[config.mk]
export PLATFORM = sky130hd
export DESIGN_NAME = dds_spi_ctrl_flat
export DESIGN_NICKNAME = d
export VERILOG_FILES = /design/src/rtl/dds_spi_ctrl_if.sv /design/src/rtl/dds_spi_ctrl.sv /design/src/flat_wrapper.sv
export SDC_FILE = /design/constraint.sdc
export NUM_CORES = 1
export LEC_CHECK = 0
export CAP_MARGIN = 10
export CELL_PAD_IN_SITES_DETAIL_PLACEMENT = 1
export CELL_PAD_IN_SITES_GLOBAL_PLACEMENT = 2
export CORE_MARGIN = 8
export CORE_UTILIZATION = 33
export CTS_BUF_LIST = sky130_fd_sc_hd__clkbuf_4
export DETAILED_ROUTE_END_ITERATION = 8
export PLACE_DENSITY = 0.92
export SKIP_LAST_GASP = 1
export SLEW_MARGIN = 20
export SYNTH_ARGS = -nofsm -noshare
export SYNTH_HDL_FRONTEND = slang
export SYNTH_SLANG_ARGS = --single-unit
[constraint.sdc]
create_clock -name APB_0_axiclk -period 2.7 [get_ports APB_0_axiclk]
set_clock_uncertainty 0.2 [all_clocks]
set_input_delay 0.405 -clock APB_0_axiclk [delete_from_list [all_inputs] [get_ports APB_0_axiclk]]
set_output_delay 0.405 -clock APB_0_axiclk [all_outputs]
set_load 0.03 [all_outputs]
[src/rtl/dds_spi_ctrl_if.sv]
// Register-bank side of the DDS serial engine: request pulse, frame word, controls and results.
interface dds_spi_ctrl_if;
    logic        Start;
    logic        Busy;
    logic [31:0] DataOut;
    logic [31:0] DataIn;
    logic        WR;
    logic        Send;

    modport master (output Start, DataOut, WR, Send, input Busy, DataIn);
    modport slave  (input Start, DataOut, WR, Send, output Busy, DataIn);
endinterface

[src/rtl/dds_spi_ctrl.sv]
// 32-bit MSB-first frame engine for the DDS 3-wire serial port, with optional IO_UPDATE pulse.
// Handshake: a one-cycle Start is accepted only in IDLE; Busy stays high until the frame and any update pulse end.
module dds_spi_ctrl #(
    parameter int CLK_DIV = 4,
    parameter int UPD_W   = 8
) (
    input  logic          APB_0_axiclk,
    input  logic          APB_0_aresetn,
    dds_spi_ctrl_if.slave bus,
    output logic          dds_cs_n,
    output logic          dds_sclk,
    output logic          dds_sdio_o,
    output logic          dds_sdio_oe,
    input  logic          dds_sdo,
    output logic          dds_io_update,
    output logic [2:0]    dbg_state
);
    localparam logic [2:0] IDLE   = 3'd0;
    localparam logic [2:0] SETUP  = 3'd1;
    localparam logic [2:0] SHIFT  = 3'd2;
    localparam logic [2:0] HOLD   = 3'd3;
    localparam logic [2:0] UPDATE = 3'd4;

    localparam logic [7:0] DIV_LAST = 8'(CLK_DIV - 1);
    localparam logic [7:0] UPD_LAST = 8'(UPD_W - 1);

    logic [2:0]  state;
    logic [7:0]  div_cnt;
    logic [4:0]  bit_cnt;
    logic [7:0]  upd_cnt;
    logic [31:0] tx_sh;
    logic [23:0] rx_sh;
    logic        sh_wr;
    logic        sh_send;
    logic        busy_q;
    logic [31:0] data_in_q;
    logic        div_last;

    assign div_last    = (div_cnt == DIV_LAST);
    assign bus.Busy    = busy_q;
    assign bus.DataIn  = data_in_q;
    assign dbg_state   = state;

    always_ff @(posedge APB_0_axiclk) begin
        if (!APB_0_aresetn) begin
            state         <= IDLE;
            div_cnt       <= '0;
            bit_cnt       <= '0;
            upd_cnt       <= '0;
            tx_sh         <= '0;
            rx_sh         <= '0;
            sh_wr         <= 1'b0;
            sh_send       <= 1'b0;
            busy_q        <= 1'b0;
            data_in_q     <= '0;
            dds_cs_n      <= 1'b1;
            dds_sclk      <= 1'b0;
            dds_sdio_o    <= 1'b0;
            dds_sdio_oe   <= 1'b0;
            dds_io_update <= 1'b0;
        end else begin
            case (state)
                IDLE: begin
                    if (bus.Start) begin
                        tx_sh       <= bus.DataOut;
                        sh_wr       <= bus.WR;
                        sh_send     <= bus.Send;
                        busy_q      <= 1'b1;
                        dds_cs_n    <= 1'b0;
                        dds_sdio_oe <= 1'b1;
                        dds_sdio_o  <= bus.DataOut[31];
                        div_cnt     <= '0;
                        state       <= SETUP;
                    end
                end
                SETUP: begin
                    if (div_last) begin
                        div_cnt <= '0;
                        bit_cnt <= '0;
                        state   <= SHIFT;
                    end else begin
                        div_cnt <= div_cnt + 8'd1;
                    end
                end
                SHIFT: begin
                    if (!div_last) begin
                        div_cnt <= div_cnt + 8'd1;
                    end else begin
                        div_cnt <= '0;
                        if (!dds_sclk) begin
                            dds_sclk <= 1'b1;
                            // Read data occupies bits 8..31, sampled as SCLK rises.
                            if (!sh_wr && bit_cnt >= 5'd8)
                                rx_sh <= {rx_sh[22:0], dds_sdo};
                        end else begin
                            dds_sclk <= 1'b0;
                            if (bit_cnt == 5'd31) begin
                                state <= HOLD;
                            end else begin
                                bit_cnt    <= bit_cnt + 5'd1;
                                tx_sh      <= {tx_sh[30:0], 1'b0};
                                dds_sdio_o <= tx_sh[30];
                                if (!sh_wr && bit_cnt == 5'd7)
                                    dds_sdio_oe <= 1'b0;
                            end
                        end
                    end
                end
                HOLD: begin
                    if (div_last) begin
                        div_cnt     <= '0;
                        dds_cs_n    <= 1'b1;
                        dds_sdio_oe <= 1'b0;
                        dds_sdio_o  <= 1'b0;
                        if (!sh_wr)
                            data_in_q <= {8'h00, rx_sh};
                        if (sh_wr && sh_send) begin
                            dds_io_update <= 1'b1;
                            upd_cnt       <= '0;
                            state         <= UPDATE;
                        end else begin
                            busy_q <= 1'b0;
                            state  <= IDLE;
                        end
                    end else begin
                        div_cnt <= div_cnt + 8'd1;
                    end
                end
                UPDATE: begin
                    if (upd_cnt == UPD_LAST) begin
                        dds_io_update <= 1'b0;
                        busy_q        <= 1'b0;
                        state         <= IDLE;
                    end else begin
                        upd_cnt <= upd_cnt + 8'd1;
                    end
                end
                default: state <= IDLE;
            endcase
        end
    end
endmodule
[src/flat_wrapper.sv]
// flat-port wrapper written by rule: the top's interface ports become plain ports
module dds_spi_ctrl_flat 
#(
    parameter int CLK_DIV = 4,
    parameter int UPD_W   = 8
)
  (APB_0_axiclk, APB_0_aresetn, dds_cs_n, dds_sclk, dds_sdio_o, dds_sdio_oe, dds_sdo, dds_io_update, dbg_state, bus_Start, bus_DataOut, bus_WR, bus_Send, bus_Busy, bus_DataIn);
  dds_spi_ctrl_if bus_i ();
  input  logic APB_0_axiclk;
  input  logic APB_0_aresetn;
  output logic dds_cs_n;
  output logic dds_sclk;
  output logic dds_sdio_o;
  output logic dds_sdio_oe;
  input  logic dds_sdo;
  output logic dds_io_update;
  output logic [2:0] dbg_state;
  input wire logic [$bits(bus_i.Start)-1:0] bus_Start;
  input wire logic [$bits(bus_i.DataOut)-1:0] bus_DataOut;
  input wire logic [$bits(bus_i.WR)-1:0] bus_WR;
  input wire logic [$bits(bus_i.Send)-1:0] bus_Send;
  output wire logic [$bits(bus_i.Busy)-1:0] bus_Busy;
  output wire logic [$bits(bus_i.DataIn)-1:0] bus_DataIn;
  assign bus_i.Start = bus_Start;
  assign bus_i.DataOut = bus_DataOut;
  assign bus_i.WR = bus_WR;
  assign bus_i.Send = bus_Send;
  assign bus_Busy = bus_i.Busy;
  assign bus_DataIn = bus_i.DataIn;
  dds_spi_ctrl #(.CLK_DIV(CLK_DIV), .UPD_W(UPD_W)) u_core (.APB_0_axiclk(APB_0_axiclk), .APB_0_aresetn(APB_0_aresetn), .bus(bus_i), .dds_cs_n(dds_cs_n), .dds_sclk(dds_sclk), .dds_sdio_o(dds_sdio_o), .dds_sdio_oe(dds_sdio_oe), .dds_sdo(dds_sdo), .dds_io_update(dds_io_update), .dbg_state(dbg_state));
endmodule
# [Word level (Yosys, flattened, before mapping)]
# Index checks and enable logic that the tools add are counted.
[totals] inputBits=38 out_inout_bits=41 word_cells=117 register_bits=111
[op_classes] add_sub_neg=3 n_eq_ne=20 n_lt_le_gt_ge=1 n_bitwise=2 reduce_logical=27 mux=49
[ops] cell="$mux W31" count=4
[ops] cell="$pmux W31 S2" count=1
[ops] cell="$mux W8" count=5
[ops] cell="$pmux W8 S2" count=2
[ops] cell="$mux W3" count=8
[ops] cell="$mux W5" count=4
[ops] cell="$mux W1" count=18
[ops] cell="$add A8 B1 Y8 const B" count=2
[ops] cell="$ne A2 B1 Y1 const B" count=8
[ops] cell="$pmux W3 S5" count=1
[ops] cell="$reduce_and A5 Y1" count=3
[ops] cell="$reduce_and A7 Y1" count=2
[ops] cell="$reduce_and A4 Y1" count=3
[ops] cell="$pmux W5 S2" count=1
[ops] cell="$reduce_bool A2 Y1" count=5
[ops] cell="$pmux W1 S3" count=3
[ops] cell="$eq A8 B2 Y1 const B" count=1
[ops] cell="$eq A8 B3 Y1 const B" count=1
[ops] cell="$ne A2 B2 Y1 const B" count=4
[ops] cell="$eq A3 B2 Y1 const B" count=2
[ops] cell="$reduce_and A2 Y1" count=3
[ops] cell="$reduce_and A3 Y1" count=2
[ops] cell="$reduce_and A6 Y1" count=1
[ops] cell="$reduce_bool A3 Y1" count=2
[ops] cell="12 further kinds" count=16

# [Logic depth before layout (Yosys ltp)]
# Gate-level depths: netlist of the first run.
[depth] word_depth=7 mapped_depth=8 ltp_nobuf=7

# [Least setup slack after synthesis of the first run]
# No wires, ideal clock.
[synth_timing] path_kind="register -> register" from="reg u_core.div_cnt[0]" to="reg u_core.data_in_q[10] (netlist: u_core.bus.DataIn[10])" t_required_ns=2.372 path_buffers=2 slack_ns=0.305 path_stages_with_launch=8 setup_ns=0.128 arrival_ns=2.068 synth_period_minus_slack_ns=2.395 path_cell_list="dfxtp_1 > ha_1 > or4b_1 > buf_4 > nor4_4 > buf_6 > mux2i_1 > nor2_1"
[synth_between] elab_chain_cells=2
[synth_lines] element="start: declaration" line="dds_spi_ctrl.sv:28" text="logic [7:0] div_cnt;"
[synth_lines] element="start signal: assignment" line="dds_spi_ctrl.sv:82" text="div_cnt <= div_cnt + 8'd1;"
[synth_lines] element="start signal: assignment" line="dds_spi_ctrl.sv:87" text="div_cnt <= div_cnt + 8'd1;"
[synth_lines] element="start signal: assignment" line="dds_spi_ctrl.sv:126" text="div_cnt <= div_cnt + 8'd1;"
[synth_lines] element="$eq A8 B2 Y1" line="dds_spi_ctrl.sv:39" text="assign div_last = (div_cnt == DIV_LAST);"
[synth_lines] element="$reduce_and A3 Y1 (no line)"
[synth_lines] element="end signal: assignment" line="dds_spi_ctrl.sv:116" text="data_in_q <= {8'h00, rx_sh};"
[synth_lines] element="end: declaration" line="dds_spi_ctrl.sv:36" text="logic [31:0] data_in_q;"
# No other way between the ends.
# A chain may end at the register's enable or synchronous reset.

# [Worst setup path in the final report of the first run]
[layout_timing] from="reg u_core.state[1] (netlist: u_core.dbg_state[1])" to="out dbg_state[1]"
[layout_lines] element="start: declaration" line="dds_spi_ctrl.sv:27" text="logic [2:0] state;"
[layout_lines] element="start signal: assignment" line="dds_spi_ctrl.sv:46" text="state <= IDLE;"
[layout_lines] element="start signal: assignment" line="dds_spi_ctrl.sv:73" text="state <= SETUP;"
[layout_lines] element="start signal: assignment" line="dds_spi_ctrl.sv:80" text="state <= SHIFT;"
[layout_lines] element="end: declaration" line="flat_wrapper.sv:17" text="output logic [2:0] dbg_state;"
# No word-level cell between the ends.

==> results.md, run 1 <==
| Item | This run | Unit |
| --- | --- | --- |
| Leakage component of the power | 0.00198 | uW |
| Max Fanout on Critical Path | 16 | - |
| Via count of the first global-routing pass | 4578 | - |
| Total power consumption of the routed design | 2840 | uW |
| Cell with the biggest individual delay on the critical path | clkdlybuf4s50_1 | - |
| Syn Area/Cell | 8.47 | um2 |
| Largest net degree at the start of global routing | 63 | - |
| Hold path startpoint | dds_sdo | - |
| Cell family with the largest share of critical-path delay | buffers and inverters | - |
| Clk sink count | 111 | - |
| Number of failing setup endpoints in the final timing report | 0 | - |
| Share of the core filled with cells in the final layout | 0.411 | - |
| Share of synthesized area occupied by flip-flops and latches | 0.454 | - |
| Number of buffers created by CTS | 9 | - |
| Clock latency of the later-clocked register in the worst-skew pair | 0.49 | ns |
| Worst vdd ir | 0.165 | mV |
| Number of antenna violations at the first check in global routing | 1 | - |
| Per-cell via count in the routed design | 5.39 | - |
| Headroom to the max-slew limit | 0.523 | - |
| Number of flops mapped to enable cells by yosys | 0 | - |
| Hold-fix buffer count after cts | 0 | - |
| Pins over their slew limit | 0 | - |
| Actual transition at the worst max-transition pin | 0.716 | ns |
| Worst Hold Depth | 3 | - |
| Dominant cells by area after synthesis | dfxtp_1 (45%), a21oi_1 (7.0%), nand2_1 (6.2%), a311oi_1 (5.7%), mux2i_1 (5.3%) | - |
| Cell-by-cell trace of the critical path | clkdlybuf4s50_1 | - |
| Ratio of cells with drive above 1 in the final layout | 0.0738 | - |
| Endpoint arrival time on the critical path | 1.97 | ns |
| First-pass GRT wire length | 22600 | um |
| Chip height | 138 | um |
| IO Count | 79 | - |
| Number of maximum-capacitance violations | 0 | - |
| Worst reg2reg endpoint | u_core.dds_sdio_o | - |
| Area inside the core boundary | 14500 | um2 |
| Class of the worst hold path | in -> reg | - |
| PortBufs | 70 | - |
| Number of levels in the clock H-tree | 3 | - |
| Power density relative to cell area | 476 | nW/um2 |
| Number of logic stages on the critical path including buffering | 1 | - |
| Fin nets | 675 | - |
| Combined global-route utilization of all metal layers | 0.147 | - |
| Launching element type of the critical path | flip-flop | - |
| DRC violation count after routing | 0 | - |
| Largest stage delay on the critical path | 0.78 | ns |
| Die outline area | 19000 | um2 |
| Netlist area before placement | 4890 | um2 |
| Clock-pin slew on the worst setup and hold paths | 0.18 | ns |
| Width of the die | 138 | um |
| Result of the run | finished, final reports clean | - |
| Cells on worst reg2reg path | 7 | - |
| Reg-to-reg critical path startpoint | u_core.bit_cnt[0] | - |
| Final period demand of the worst path | 2.58 | ns |
| Final RePlAce weighted congestion | 0.832 | - |
| Number of warnings issued by yosys | 0 | - |
| Detailed router's first-iteration violation count | 230 | - |
| Buf+Inv Stages, Crit Path | 1 | - |
| Post-synthesis instance total | 578 | - |
| Final routed wirelength across all metal layers | 13700 | um |
| Max Freq | 0.388 | GHz |
| Total Neg Setup Slack | 0 | ns |
| Worst Path Class, Setup | reg -> out | - |
| Standard-cell row count | 44 | - |
| CTS Root Cell | clkbuf_4 | - |
| Fin. Hold Viols | 0 | - |
| Wire length per cell | 16.7 | um |
| Async S/R FF share, synth | 0 | - |
| Portion of synthesized cell area occupied by the leading cell type | 0.454 | - |
| Number of optimization iterations in the first detailed-route pass | 5 | - |
| Number of nets still failing antenna checks after routing | 0 | - |
| Primary flip-flop cell chosen by synthesis mapping | dfxtp_1 | - |
| Critical Path Sink Type | output port | - |
| Endpoint of the worst hold-timing path | u_core.rx_sh[0] | - |
| Synthesis-to-layout area growth | 21.9 | % |
| Post-DP HPWL | 9480 | um |
| Post-CTS Setup Bufs | 0 | - |
| Register-to-register path setup slack | 0.28 | ns |
| Flip-flop and latch count after synthesis | 111 | - |
| Fin crit share | 0.955 | - |
| Setup repair after global routing missed its margin | false | - |
| Unique cell type count in the Yosys netlist | 54 | - |
| Largest area contributor in the netlist | dfxtp_1 | - |
| Endpoint required time on the critical path | 2.10 | ns |
| Via total after detailed routing | 4432 | - |
| Resized Gates After CTS | 0 | - |
| TritonCTS clock tree | built | - |
| Starting density of the core | 0.337 | - |
| Aggregate global routing overflow | 0 | - |
| Buffer levels on the longest clock path | 2 | - |
[final cells by class]
class / count / area [um2]
sequential: 111 / 2220
inverter: 10 / 37.5
multi-input combinational: 411 / 2430
clock inverter: 7 / 71.3
clock buffer: 9 / 67.6
antenna: 1 / 2.50
tap: 184 / 230
fill: 1733 / 8570
timing repair buffer: 89 / 910
[cell usage after synthesis (9+ instances only)]
cell / n
a21oi_1: 68
buf_4: 9
clkbuf_1: 33
nand2_1: 81
nand3_1: 34
o21ai_0: 35
mux2i_1: 26
dfxtp_1: 111
buf_2: 9
a311oi_1: 32
inv_1: 10
nor2_1: 44
[per-stage QoR]
| step | hold slack (ns) | setup slack [ns] | std cells | instance area (um2) |
|---|---|---|---|---|
| global placement | 0.247 | 0.235 | 805 | 5820 |
| detailed placement | 0.257 | 0.103 | 805 | 5820 |
| CTS | 0.225 | 0.0636 | 821 | 5960 |
| global route | 0.246 | 0.0315 | 822 | 5970 |
| finish | 0.259 | 0.122 | 822 | 5970 |
| floorplan | 0.229 | 0.305 | 585 | 4920 |
[registers in the layout, summed over array words and instances (netlist names)]
signal / count
u_core.dds_io_update: 1
u_core.sh_wr: 1
u_core.dds_cs_n: 1
u_core.dbg_state: 3
u_core.sh_send: 1
u_core.tx_sh: 31
u_core.dds_sdio_oe: 1
u_core.upd_cnt: 8
u_core.bus.DataIn: 24
u_core.div_cnt: 8
u_core.bit_cnt: 5
u_core.dds_sclk: 1
u_core.rx_sh: 24
u_core.dds_sdio_o: 1
u_core.bus.Busy: 1
[cells in the final DEF, fill, tap and decap left out, types with 6 or more instances in the layout]
cell,Yosys,final
or3_1,6,6
inv_1,10,9
clkbuf_4,0,9
nor2_1,44,44
conb_1,1,8
mux2i_1,26,26
a21oi_1,68,68
o21ai_0,35,35
a311oi_1,32,32
nand3_1,34,34
xnor2_1,7,7
clkdlybuf4s50_1,0,70
nand2_1,81,81
buf_4,9,13
dfxtp_1,111,111
[worst max path at each step]
| stage | from | endpoint | slack [ns] |
|---|---|---|---|
| 5_1_grt | u_core.dbg_state[0] | dbg_state[0] | 0.03 |
| 2_1_floorplan | u_core.div_cnt[0] | u_core.bus.DataIn[10] | 0.30 |
| 3_3_place_gp | u_core.div_cnt[0] | u_core.upd_cnt[7] | 0.24 |
| 4_1_cts | u_core.div_cnt[0] | u_core.tx_sh[7] | 0.06 |
| 3_5_place_dp | u_core.div_cnt[0] | u_core.tx_sh[7] | 0.10 |
| 6_report | u_core.dbg_state[1] | dbg_state[1] | 0.12 |
[routing by layer]
layer | GRT usage | wire [um] | share of wire
met1 | 0.177 | 6120 | 0.45
met2 | 0.249 | 6810 | 0.50
met3 | 0.0233 | 459 | 0.033
met4 | 0.0740 | 327 | 0.024
met5 | 0 | 0 | 0
[logic make-up after synthesis]
logic type | after synthesis | synth area share
fa+ha+maj | 5 | 0.0128
mux | 27 | 0.0555
xor+xnor | 7 | 0.0125
compound gates | 159 | 0.201
buf+inv | 63 | 0.0606
simple gates | 205 | 0.203
other cells | 1 | 0.000766
flops | 111 | 0.454
[where the power goes]
part           switching (uW)  internal [uW]
Combinational             145            126
Sequential               32.8           1690
Clock                     570            282
Note: power is estimated with default switching activity, not from simulation.
==> inputs of run 2 (changes only) <==
--- a/config.mk
+++ b/config.mk
@@ -9,10 +9,11 @@
 export CELL_PAD_IN_SITES_DETAIL_PLACEMENT = 1
 export CELL_PAD_IN_SITES_GLOBAL_PLACEMENT = 2
 export CORE_MARGIN = 8
-export CORE_UTILIZATION = 33
+export CORE_UTILIZATION = 30
 export CTS_BUF_LIST = sky130_fd_sc_hd__clkbuf_4
 export DETAILED_ROUTE_END_ITERATION = 8
-export PLACE_DENSITY = 0.92
+export GPL_ROUTABILITY_DRIVEN = 0
+export PLACE_DENSITY = 0.86
 export SKIP_LAST_GASP = 1
 export SLEW_MARGIN = 20
 export SYNTH_ARGS = -nofsm -noshare
==> results.md, run 2 (synthesized netlist as in run 1, its figures left out) <==
| Item | This run | Unit | vs previous |
| --- | --- | --- | --- |
| Result of the run | finished, final reports clean | - | unchanged |
| Most common cell after layout, fill and taps aside | dfxtp_1 | - | unchanged |
| Fin crit share | 0.930 | - | was 0.955 |
| Class of the worst hold path | in -> reg | - | unchanged |
| Number of nets still failing antenna checks after routing | 0 | - | unchanged |
| Setup repair after global routing missed its margin | false | - | unchanged |
| Critical Path Sink Type | output port | - | unchanged |
| Largest stage delay on the critical path | 0.68 | ns | was 0.78 ns |
| Via total after detailed routing | 4437 | - | was 4432 |
| Ratio of cells with drive above 1 in the final layout | 0.0752 | - | was 0.0738 |
| Placed Instance Area | 5880 | um2 | was 5820 um2 |
| Number of maximum-capacitance violations | 0 | - | unchanged |
| Worst vdd ir | 0.213 | mV | was 0.165 mV |
| Largest net degree at the start of global routing | 62 | - | was 63 |
| Area inside the core boundary | 15900 | um2 | was 14500 um2 |
| Synthesis-to-layout area growth | 23.6 | % | was 21.9% |
| IO Count | 79 | - | unchanged |
| Wire length per cell | 16.5 | um | was 16.7 um |
| Total Neg Setup Slack | 0 | ns | unchanged |
| TritonCTS clock tree | built | - | unchanged |
| Non-Filler Cell Area, Final | 6050 | um2 | was 5970 um2 |
| Hold-fix buffer count after cts | 0 | - | unchanged |
| Worst hold slack | 0.245 | ns | was 0.259 ns |
| Width of the die | 144 | um | was 138 um |
| Final-layout fill cell count | 1880 | - | was 1733 |
| Endpoint arrival time on the critical path | 1.91 | ns | was 1.97 ns |
| Launching element type of the critical path | flip-flop | - | unchanged |
| Clock-pin slew on the worst setup and hold paths | 0.20 | ns | was 0.18 ns |
| Max Freq | 0.398 | GHz | was 0.388 GHz |
| Register bank with the most flops | u_core.tx_sh | - | unchanged |
| Fin nets | 676 | - | was 675 |
| Pins over their slew limit | 0 | - | unchanged |
| Clk sink count | 111 | - | unchanged |
| Reg-to-reg critical path startpoint | u_core.div_cnt[0] | - | was u_core.bit_cnt[0] |
| Clock latency of the later-clocked register in the worst-skew pair | 0.50 | ns | was 0.49 ns |
| CTS Root Cell | clkbuf_4 | - | unchanged |
| Number of flip-flops in the largest register | 31 | - | unchanged |
| Area used by sequential logic in the layout | 2220 | um2 | unchanged |
| Most frequent cells in the layout | dfxtp_1 (111), nand2_1 (81), clkdlybuf4s50_1 (70) | - | unchanged |
| Cell with the biggest individual delay on the critical path | clkdlybuf4s50_1 | - | unchanged |
| Combined global-route utilization of all metal layers | 0.140 | - | was 0.147 |
| Actual transition at the worst max-transition pin | 0.736 | ns | was 0.716 ns |
| Hold path startpoint | bus_DataOut[15] | - | was dds_sdo |
| Per-cell via count in the routed design | 5.19 | - | was 5.39 |
| Number of optimization iterations in the first detailed-route pass | 4 | - | was 5 |
| Post-DP HPWL | 9820 | um | was 9480 um |
| Aggregate global routing overflow | 0 | - | unchanged |
| Total area of multi-input combinational cells | 2430 | um2 | unchanged |
| Headroom to the max-slew limit | 0.509 | - | was 0.523 |
| Number of levels in the clock H-tree | 3 | - | unchanged |
| Leakage component of the power | 0.00201 | uW | was 0.00198 uW |
| Number of failing setup endpoints in the final timing report | 0 | - | unchanged |
| Buffer levels on the longest clock path | 2 | - | unchanged |
| Endpoint required time on the critical path | 2.10 | ns | about the same |
| Max Fanout on Critical Path | 9 | - | was 16 |
| Critical Path Start | u_core.dbg_state[1] | - | unchanged |
| PortBufs | 70 | - | unchanged |
| First-pass GRT wire length | 23100 | um | was 22600 um |
| Standard-cell row count | 46 | - | was 44 |
| Cell-by-cell trace of the critical path | buf_4 -> clkdlybuf4s50_1 | - | was clkdlybuf4s50_1 |
| DRC violation count after routing | 0 | - | unchanged |
| Chip height | 144 | um | was 138 um |
| Share of the core filled with cells in the final layout | 0.379 | - | was 0.411 |
| Detailed router's first-iteration violation count | 321 | - | was 230 |
| Number of buffers created by CTS | 9 | - | unchanged |
| Fin. Hold Viols | 0 | - | unchanged |
| Die outline area | 20700 | um2 | was 19000 um2 |
| Power density relative to cell area | 486 | nW/um2 | was 476 nW/um2 |
| Worst Path Class, Setup | reg -> out | - | unchanged |
| Via count of the first global-routing pass | 4584 | - | was 4578 |
| Worst Setup Slack, final | 0.189 | ns | was 0.122 ns |
| Final routed wirelength across all metal layers | 14100 | um | was 13700 um |
| Minimum setup slack after placement | 0.0835 | ns | was 0.103 ns |
| Starting density of the core | 0.307 | - | was 0.337 |
| Number of antenna violations at the first check in global routing | 1 | - | unchanged |
| Final period demand of the worst path | 2.51 | ns | was 2.58 ns |
==> run 2: cell types whose count changed in the layout (fill, tap and decap cells not counted) <==
cell        previous run  this run
inv_8                  0         3
buf_4                 13        14
buf_6                  1         0
clkinvlp_4             3         0
buf_12                 5         6
inv_6                  1         0
clkinv_4               0         2
clkinv_2               2         0
clkinv_8               0         1
==> run 2: final cells by class <==
type / instances / share of cell area
Clock buffer: 9 / 0.0112
Antenna cell: 1 / 0.000414
Multi-Input combinational cell: 411 / 0.401
Clock inverter: 7 / 0.0161
Sequential cell: 111 / 0.367
Timing Repair Buffer: 90 / 0.153
Inverter: 10 / 0.00620
Tap cell: 216 / 0.0447
==> run 2: metal layers <==
metal | track usage | up-vias | routed length (um)
met1 | 0.162 | 2184 | 6260
met2 | 0.245 | 63 | 7180
li1 | - | 2168 | -
met3 | 0.0216 | 22 | 360
met5 | 0 | - | 0
met4 | 0.0692 | 0 | 312
==> run 2: path summary, 6_finish.rpt <==
check	endpoint	slack, ns	cells after the start
setup / recovery	dbg_state[1]	0.19	2
hold / removal	u_core.tx_sh[15]	0.24	3
setup reg to reg	u_core.upd_cnt[7]	0.22	6
hold reg to reg	u_core.rx_sh[19]	0.27	2
==> run 2: through the flow <==
step / cells / power (uW)
after global routing: 855 / 3070
after floorplan: 585 / 1910
after CTS: 854 / 2980
final: 855 / 2940
after global placement: 838 / 2020
after detailed placement: 838 / 2030
==> run 2: repair_timing <==
action	in CTS	in global routing
setup buffers	0	0
gates resized for setup	0	1
endpoints found under the setup margin	0	7
==> run 2: worst max-delay path, delay by kind of cell (launching register included) <==
family	cells	cell delay [ns]
flops	1	0.53
buf+inv	2	0.90
==> run 2: power breakdown <==
| group | internal (uW) | switching, uW |
|---|---|---|
| registers | 1690 | 26.7 |
| clock network | 313 | 636 |
| logic | 126 | 152 |
| total | 2130 | 814 |
==> inputs of run 3 (changes only) <==
--- a/config.mk
+++ b/config.mk
@@ -8,12 +8,12 @@
 export CAP_MARGIN = 10
 export CELL_PAD_IN_SITES_DETAIL_PLACEMENT = 1
 export CELL_PAD_IN_SITES_GLOBAL_PLACEMENT = 2
-export CORE_MARGIN = 8
-export CORE_UTILIZATION = 30
+export CORE_MARGIN = 2
+export CORE_UTILIZATION = 25
 export CTS_BUF_LIST = sky130_fd_sc_hd__clkbuf_4
 export DETAILED_ROUTE_END_ITERATION = 8
 export GPL_ROUTABILITY_DRIVEN = 0
-export PLACE_DENSITY = 0.86
+export PLACE_DENSITY = 0.75
 export SKIP_LAST_GASP = 1
 export SLEW_MARGIN = 20
 export SYNTH_ARGS = -nofsm -noshare
==> results.md, run 3 (synthesized netlist as in run 1, its figures left out) <==
| Item | This run | Unit | vs previous |
| --- | --- | --- | --- |
| Result of the run | finished, final reports clean | - | unchanged |
| Cell family with the largest share of critical-path delay | buffers and inverters | - | unchanged |
| Most common cell after layout, fill and taps aside | dfxtp_1 | - | unchanged |
| Via count of the first global-routing pass | 4367 | - | was 4584 |
| Fin nets | 678 | - | was 676 |
| Aggregate global routing overflow | 0 | - | unchanged |
| DRC violation count after routing | 0 | - | unchanged |
| IO Count | 79 | - | unchanged |
| Largest stage delay on the critical path | 0.78 | ns | was 0.68 ns |
| Area inside the core boundary | 19300 | um2 | was 15900 um2 |
| Ratio of cells with drive above 1 in the final layout | 0.0736 | - | was 0.0752 |
| Int Pwr | 2090 | uW | was 2130 uW |
| Endpoint required time on the critical path | 2.10 | ns | about the same |
| Launching element type of the critical path | flip-flop | - | unchanged |
| Final period demand of the worst path | 2.56 | ns | was 2.51 ns |
| Class of the worst hold path | reg -> reg | - | was in -> reg |
| Number of antenna violations at the first check in global routing | 1 | - | unchanged |
| Hold-fix buffer count after cts | 0 | - | unchanged |
| Cell with the biggest individual delay on the critical path | clkdlybuf4s50_1 | - | unchanged |
| Register bank with the most flops | u_core.tx_sh | - | unchanged |
| Pins over their slew limit | 0 | - | unchanged |
| Total Neg Setup Slack | 0 | ns | unchanged |
| PortBufs | 70 | - | unchanged |
| Number of failing setup endpoints in the final timing report | 0 | - | unchanged |
| GR Layer Usage met2 | 0.217 | - | was 0.245 |
| Wire length per cell | 14.8 | um | was 16.5 um |
| Fin. Hold Viols | 0 | - | unchanged |
| First-pass GRT wire length | 22100 | um | was 23100 um |
| Starting density of the core | 0.253 | - | was 0.307 |
| Headroom to the max-slew limit | 0.525 | - | was 0.509 |
| Fin crit share | 0.949 | - | was 0.930 |
| Met1 routing resource usage after global routing | 0.175 | - | was 0.162 |
| Final-layout fill cell count | 2274 | - | was 1880 |
| Die outline area | 20700 | um2 | about the same |
| Proportion of power drawn by the clock network | 0.301 | - | was 0.323 |
| Final routed wirelength across all metal layers | 13400 | um | was 14100 um |
| Number of nets still failing antenna checks after routing | 0 | - | unchanged |
| GR peak layer | met2 | - | unchanged |
| Max Fanout on Critical Path | 13 | - | was 9 |
| Number of levels in the clock H-tree | 3 | - | unchanged |
| Cell-by-cell trace of the critical path | clkdlybuf4s50_1 | - | was buf_4 -> clkdlybuf4s50_1 |
| Most frequent cells in the layout | dfxtp_1 (111), nand2_1 (81), clkdlybuf4s50_1 (70) | - | unchanged |
| Number of maximum-capacitance violations | 0 | - | unchanged |
| Clock-pin slew on the worst setup and hold paths | 0.17 | ns | was 0.20 ns |
| M3 GR Usage | 0.0190 | - | was 0.0216 |
| Via total after detailed routing | 4405 | - | was 4437 |
| Worst Path Class, Setup | reg -> out | - | unchanged |
| Largest net degree at the start of global routing | 63 | - | was 62 |
| Max Freq | 0.390 | GHz | was 0.398 GHz |
| Detailed router's first-iteration violation count | 196 | - | was 321 |
| Setup repair after global routing missed its margin | false | - | unchanged |
| Clock latency of the later-clocked register in the worst-skew pair | 0.47 | ns | was 0.50 ns |
| Part of the power in combinational logic | 0.094 | - | was 0.095 |
| Endpoint arrival time on the critical path | 1.96 | ns | was 1.91 ns |
| TritonCTS clock tree | built | - | unchanged |
| Buf+Inv Stages, Crit Path | 1 | - | was 2 |
| Switching share of power | 0.262 | - | was 0.277 |
| Switching power | 745 | uW | was 814 uW |
| Seq pwr share | 0.606 | - | was 0.583 |
| Per-cell via count in the routed design | 4.87 | - | was 5.19 |
| Synthesis-to-layout area growth | 24.1 | % | was 23.6% |
| Chip height | 144 | um | about the same |
| Buffer levels on the longest clock path | 2 | - | unchanged |
| Post-DP HPWL | 9290 | um | was 9820 um |
| Clk sink count | 111 | - | unchanged |
| Standard-cell row count | 51 | - | was 46 |
| Worst hold slack | 0.269 | ns | was 0.245 ns |
| Power density relative to cell area | 468 | nW/um2 | was 486 nW/um2 |
| Number of optimization iterations in the first detailed-route pass | 4 | - | unchanged |
| Combined global-route utilization of all metal layers | 0.133 | - | was 0.140 |
| CTS Root Cell | clkbuf_4 | - | unchanged |
| Width of the die | 144 | um | about the same |
| Post-CTS Setup Bufs | 0 | - | unchanged |
| Actual transition at the worst max-transition pin | 0.712 | ns | was 0.736 ns |
| Number of buffers created by CTS | 9 | - | unchanged |
| Leakage component of the power | 0.00199 | uW | was 0.00201 uW |
| Worst vdd ir | 0.181 | mV | was 0.213 mV |
| Number of flip-flops in the largest register | 31 | - | unchanged |
| Critical Path Sink Type | output port | - | unchanged |
run 3: changes by cell type in the layout (fill, tap and decap cells not counted):
cell / before / now
clkinv_1: 0 / 1
buf_4: 14 / 17
inv_6: 0 / 2
buf_6: 0 / 1
inv_8: 3 / 0
or4b_4: 1 / 0
buf_12: 6 / 4
clkinv_8: 1 / 0
or4b_1: 0 / 1
run 3: path summary, 6_finish.rpt:
| path | startpoint | to | slack [ns] | depth (start not counted) |
|---|---|---|---|---|
| min | u_core.tx_sh[0] | u_core.tx_sh[0] | 0.27 | 2 |
| max reg2reg | u_core.div_cnt[1] | u_core.tx_sh[26] | 0.21 | 6 |
| min reg2reg | u_core.tx_sh[0] | u_core.tx_sh[0] | 0.27 | 2 |
| max | u_core.dbg_state[0] | dbg_state[0] | 0.14 | 1 |
run 3: layout make-up:
class	count	area (um2)	share of cell area
Antenna cell	1	2.50	0.000412
Sequential cell	111	2220	0.366
Inverter	10	37.5	0.00618
Clock buffer	9	67.6	0.0111
Clock inverter	6	68.8	0.0113
Timing Repair Buffer	92	920	0.151
Multi-Input combinational cell	411	2420	0.399
Tap cell	265	332	0.0546
run 3: timing repair:
action | 4_1_cts | 5_1_grt
resized for setup | 0 | 1
endpoints found under the hold margin | 0 | 0
endpoints found under the setup margin | 0 | 1
run 3: through the flow:
stage | total power [uW] | area (um2) | worst slack (ns) | instances | util
floorplan | 1910 | 4920 | 0.305 | 585 | -
global placement | 2010 | 5930 | 0.254 | 889 | 0.307
detailed placement | 2020 | 5930 | 0.173 | 889 | 0.307
CTS | 2900 | 6070 | 0.0749 | 904 | 0.314
global route | 2980 | 6070 | 0.00522 | 905 | 0.314
finish | 2840 | 6070 | 0.138 | 905 | 0.314
run 3: power by group through the flow:
stage	Clock (uW)	Combinational [uW]	Sequential, uW
final	854	266	1720
after global routing	962	294	1730
after CTS	908	270	1720
after detailed placement	0	270	1750
after global placement	0	259	1750
after floorplan	0	154	1750
run 3: routing by layer:
metal,part of all wire,vias to the layer above
li1,-,2168
met1,0.48,2181
met2,0.48,43
met3,0.023,13
met4,0.018,0
met5,0,-
